**src/rtl/bof_range_store.sv**
```systemverilog
// Range store for the heap-overflow detector: records overflow ranges in a
// circular table, answers combinational address lookups, drains new entries.
//
// Ports:
//   clk_i, rst_ni      clock, async active-low reset
//   clear_i            synchronous clear of all state (beats write/drain)
//   wr_en_i            record range wr_first_i..wr_last_i (order-agnostic)
//   lookup_addr_i      address tested against every valid slot
//   lookup_hit_o/idx_o hit flag and lowest matching slot (0 on miss)
//   drain_*            valid/ready stream of newly recorded ranges
//   pending_o, used_o  undrained entries, valid slots
//   lost_o             sticky: an undrained range was overwritten
module bof_range_store #(
  parameter int DEPTH  = 8,
  parameter int ADDR_W = 32
) (
  input  logic                       clk_i,
  input  logic                       rst_ni,
  input  logic                       clear_i,
  input  logic                       wr_en_i,
  input  logic [ADDR_W-1:0]          wr_first_i,
  input  logic [ADDR_W-1:0]          wr_last_i,
  input  logic [ADDR_W-1:0]          lookup_addr_i,
  output logic                       lookup_hit_o,
  output logic [$clog2(DEPTH)-1:0]   lookup_idx_o,
  output logic                       drain_valid_o,
  input  logic                       drain_ready_i,
  output logic [ADDR_W-1:0]          drain_first_o,
  output logic [ADDR_W-1:0]          drain_last_o,
  output logic [$clog2(DEPTH):0]     pending_o,
  output logic [$clog2(DEPTH):0]     used_o,
  output logic                       lost_o
);

  localparam int IDX_W = $clog2(DEPTH);
  localparam int CNT_W = IDX_W + 1;

  logic [ADDR_W-1:0] slot_first_q [DEPTH];
  logic [ADDR_W-1:0] slot_last_q  [DEPTH];
  logic [DEPTH-1:0]  slot_vld_q;
  logic [IDX_W-1:0]  wr_ptr_q;
  logic [IDX_W-1:0]  rd_ptr_q;
  logic [CNT_W-1:0]  pend_q;
  logic              lost_q;

  logic              swap;
  logic [ADDR_W-1:0] n_first;
  logic [ADDR_W-1:0] n_last;
  logic              dup;
  logic              acc;
  logic              xfer;
  logic              pend_full;

  assign swap    = wr_first_i > wr_last_i;
  assign n_first = swap ? wr_last_i : wr_first_i;
  assign n_last  = swap ? wr_first_i : wr_last_i;

  always_comb begin
    dup = 1'b0;
    for (int i = 0; i < DEPTH; i++) begin
      if (slot_vld_q[i] &&
          slot_first_q[i] == n_first &&
          slot_last_q[i] == n_last)
        dup = 1'b1;
    end
  end

  assign acc       = wr_en_i & ~dup;
  assign xfer      = drain_valid_o & drain_ready_i;
  assign pend_full = pend_q == CNT_W'(DEPTH);

  // Slot payload carries no reset; the valid bits qualify it.
  always_ff @(posedge clk_i) begin
    if (acc && !clear_i) begin
      slot_first_q[wr_ptr_q] <= n_first;
      slot_last_q[wr_ptr_q]  <= n_last;
    end
  end

  always_ff @(posedge clk_i or negedge rst_ni) begin
    if (!rst_ni) begin
      slot_vld_q <= '0;
      wr_ptr_q   <= '0;
      rd_ptr_q   <= '0;
      pend_q     <= '0;
      lost_q     <= 1'b0;
    end else if (clear_i) begin
      slot_vld_q <= '0;
      wr_ptr_q   <= '0;
      rd_ptr_q   <= '0;
      pend_q     <= '0;
      lost_q     <= 1'b0;
    end else begin
      if (acc) begin
        slot_vld_q[wr_ptr_q] <= 1'b1;
        wr_ptr_q <= wr_ptr_q + IDX_W'(1);
      end
      unique case ({acc, xfer})
        2'b11: rd_ptr_q <= rd_ptr_q + IDX_W'(1);
        2'b10: begin
          // Full drain queue: the write lands on the oldest
          // undrained slot, so the reader skips past it.
          if (pend_full) begin
            rd_ptr_q <= rd_ptr_q + IDX_W'(1);
            lost_q   <= 1'b1;
          end else begin
            pend_q <= pend_q + CNT_W'(1);
          end
        end
        2'b01: begin
          rd_ptr_q <= rd_ptr_q + IDX_W'(1);
          pend_q   <= pend_q - CNT_W'(1);
        end
        default: ;
      endcase
    end
  end

  // Scan high to low so the lowest matching index wins.
  always_comb begin
    lookup_hit_o = 1'b0;
    lookup_idx_o = '0;
    for (int i = DEPTH - 1; i >= 0; i--) begin
      if (slot_vld_q[i] &&
          lookup_addr_i >= slot_first_q[i] &&
          lookup_addr_i <= slot_last_q[i]) begin
        lookup_hit_o = 1'b1;
        lookup_idx_o = IDX_W'(i);
      end
    end
  end

  always_comb begin
    used_o = '0;
    for (int i = 0; i < DEPTH; i++)
      used_o = used_o + CNT_W'(slot_vld_q[i]);
  end

  assign drain_valid_o = pend_q != '0;
  assign drain_first_o = slot_first_q[rd_ptr_q];
  assign drain_last_o  = slot_last_q[rd_ptr_q];
  assign pending_o     = pend_q;
  assign lost_o        = lost_q;

endmodule

```
**config.mk**
```make
export PLATFORM = sky130hd
export DESIGN_NAME = bof_range_store
export DESIGN_NICKNAME = d
export VERILOG_FILES = /design/src/rtl/bof_range_store.sv
export SDC_FILE = /design/constraint.sdc
export NUM_CORES = 2
export LEC_CHECK = 0
export BUFFER_PORTS_ARGS = -buffer_cell sky130_fd_sc_hd__buf_2
export CORE_MARGIN = 2
export CORE_UTILIZATION = 30
export DETAILED_ROUTE_END_ITERATION = 8
export REMOVE_ABC_BUFFERS = 1
export SYNTH_ARGS = -nofsm -noshare
export SYNTH_HDL_FRONTEND = slang
export SYNTH_SLANG_ARGS = --single-unit
```
**constraint.sdc**
```tcl
create_clock -name clk_i -period 16.5 [get_ports clk_i]
set_clock_uncertainty 0.15 [all_clocks]
set_input_delay 0.825 -clock clk_i [delete_from_list [all_inputs] [get_ports clk_i]]
set_output_delay 0.825 -clock clk_i [all_outputs]
set_load 0.01 [all_outputs]
```
==> metrics <==
Max Root-Sink Buffers 3; ys flop type edfxtp_1; Tot Pwr between 4 and 5 mW; GR Util met3 between 30% and 40%; FFs w/ async S/R, synth about 3.6%; Slew @ Worst Pin 1.69 ns; busiest grt layer met2; first-pass GRT wire length around 560,000 µm; clk slew on worst S/H paths approximately 0.06 ns; Worst Path Max Fanout 37; most area-hungry cell type in the Yosys netlist edfxtp_1; core area approximately 0.15 mm²; most frequent cells in the layout inv_1, ha_1, edfxtp_1; met2 Use GR between 70% and 80%; CTS H-tree lvls 3; Post-synth EDFFs 512; Post-Syn Area ~0.045 mm²; Final Instance Area between 0.05 and 0.06 mm²; crit share post-route just over 70%; share of cells above drive strength 1 ~17%; Hold Crit Class input port to register; type of origin of the critical path input port; status finished, violations left; routed length per placed instance 68.8 µm; TritonCTS clock tree built; IO Port Bufs around 180; ranking of synthesized cells by area edfxtp_1, ha_1, mux4_2, inv_1, xnor2_1; failing checks capacitance limit, slew limit; IO Pins approximately 180; Final setup viols 0; CTS Sinks ~530; Syn. warnings 0; DIE AREA 0.153 mm²; largest net degree at the start of global routing 62; register area share after synthesis 35.3%; critical path endpoint category register; Final Net Count about 5,300; min Tclk post-route 11.65 ns; number of synthesized register bits roughly 530; Pre-antenna DRT Iters 9; fmax ~0.086 GHz; unrepaired setup endpoints after global routing false; Setup TNS 0 ns; CTS buffer count between 60 and 70; dpl hpwl ~370,000 µm; Placed Area just under 0.05 mm²; pwr/cell area about 93 mW/mm²; root buf cell clkbuf_16; All-Layer GR Usage between 50% and 60%; Worst slew margin -13.3%; via count of the first global-routing pass approximately 45,000; final hold violation count 0; via count between 50,000 and 60,000; Final ANT Viol Nets 0; 1st-iter DRT viols approximately 11,000; Cell Rows between 100 and 150; met1 usage between 60% and 70%; setup repair bufs after CTS 0; starting density of the core between 30% and 40%; Synth-to-Final Area Change 15.0%; initial antenna violation count 97; Die X roughly 390 µm; remaining global-route overflow 0; drt via density 7.49; routed wire length 462,000 µm; Post-Syn Instances 4,367; final RePlAce weighted congestion 1.23; Yosys top cell area share between 30 and 40%; DIE HEIGHT roughly 390 µm; MaxCap Viol Count 10; critical path class input port to register; clock latency on the worst-skew pair 0.76 ns; Avg Cell Area, Syn 10.3 µm²; post-synth cell types ~90; Worst EP required between 15 and 20 ns; Worst Path Arrival 11.87 ns; Leakage about 21 nW; commonest non-fill, non-tap cell in the layout inv_1; fin. max-slew vios 12; drt drc 0; VDD IR max between 0.07 and 0.08 mV
cell type report:
| class | count | area, µm² |
|---|---|---|
| Timing Repair Buffer | 398 | 2580 |
| Antenna cell | 70 | 175 |
| Inverter | 639 | 2400 |
| Multi-Input combinational cell | 3023 | 26100 |
| Clock inverter | 47 | 448 |
| Tap cell | 1930 | 2410 |
| Clock buffer | 73 | 1700 |
| Sequential cell | 531 | 15900 |
| Fill cell | 15100 | 96500 |
per-layer routing:
metal / vias up / part of all wire (%)
met5: - / 0.11
met4: 42 / 12
met3: 1769 / 17
met2: 5741 / 37
met1: 25400 / 35
li1: 17300 / -
synth_stat cells, types with 12 or more instances:
master and number:
and2_1 30, or4_1 23, clkinv_1 15, o22ai_1 186
o221ai_1 32, a222oi_1 26, mux4_2 128, a211oi_1 26
inv_1 622, nor3_1 81, nor2b_1 68, a21o_1 146
o21ai_1 20, dfrtp_1 19, o31ai_1 12, xor2_1 141
nand2_1 72, a221oi_1 66, o21ai_0 139, o2111ai_1 22
and3_1 16, a21oi_2 15, xnor2_1 167, nand4_1 172
buf_2 29, nor2_1 82, o211ai_1 29, nand3_1 78
a31oi_1 14, a2111oi_0 19, ha_1 551, a21oi_1 234
buf_1 32, edfxtp_1 512, nand2b_1 64, mux2i_1 12
nor4_1 73, mux2_2 66, o21a_1 45, clkbuf_1 93
a22oi_1 43
final timing paths:
kind,start,to,slack (ns),depth (start not counted)
worst max-delay path,wr_last_i[30],slot_last_q[0][30],4.85,22
worst min-delay path,drain_ready_i,pending_o[2],0.22,2
worst max register to register,slot_last_q[0][27],slot_last_q[2][31],7.19,16
worst min register to register,lost_o,lost_o,0.36,2
max in group asynchronous,rst_ni,rd_ptr_q[0],15.41,2
min in group asynchronous,rst_ni,slot_vld_q[2],0.42,2
through the flow:
stage               hold slack [ns]  util (%)  std cells  worst slack, ns
finish                        0.219      34.9       6711             4.85
global route                  0.230      34.8       6660             5.42
CTS                           0.218      34.7       6639             5.94
detailed placement            0.362      33.3       6518             5.25
global placement              0.353      33.3       6518             5.12
floorplan                     0.379         -       4193             1.12
power breakdown:
group	internal [mW]	switching, mW	total (mW)	leakage (nW)
clock network	0.807	0.733	1.54	1.04
registers	1.54	0.0908	1.63	4.90
logic	0.494	1.15	1.64	15.3
total	2.84	1.97	4.82	21.3
state kept, by name, indices dropped and copies added, names as in the netlist:
| name | cells |
|---|---|
| rd_ptr_q | 3 |
| slot_first_q | 256 |
| slot_vld_q | 8 |
| lost_o | 1 |
| wr_ptr_q | 3 |
| slot_last_q | 256 |
| pending_o | 4 |
critical path: stages:
cell and delay (ns):
buf_2 0.08, buf_4 0.41, inv_1 0.46, ha_1 0.44, nand4_1 0.19, nor4_2 1.08
nor2b_1 0.47, o31a_4 0.61, buf_4 0.59, nor2_4 0.08, buf_4 0.34, a21oi_1 1.03
a22o_1 0.60, a221oi_1 0.21, o2111ai_1 0.24, a2111oi_2 0.15, a221oi_2 0.98, nand2_1 0.51
or3_1 0.65, nor3_2 0.20, buf_4 0.75, buf_4 0.69
cells by family after synthesis:
group	synth area share [%]
compound gates	17.5
buf+inv	7.16
simple gates	10.2
fa+ha+maj	15.6
flops	35.3
xor+xnor	6.01
mux	8.34
repair_timing:
| item | 4_1_cts | 5_1_grt |
|---|---|---|
| hold buffers | 1 | 0 |
| hold endpoints to repair | 19 | 0 |
| gates resized for setup | 0 | 0 |
Note: power is estimated with default switching activity, not from simulation.
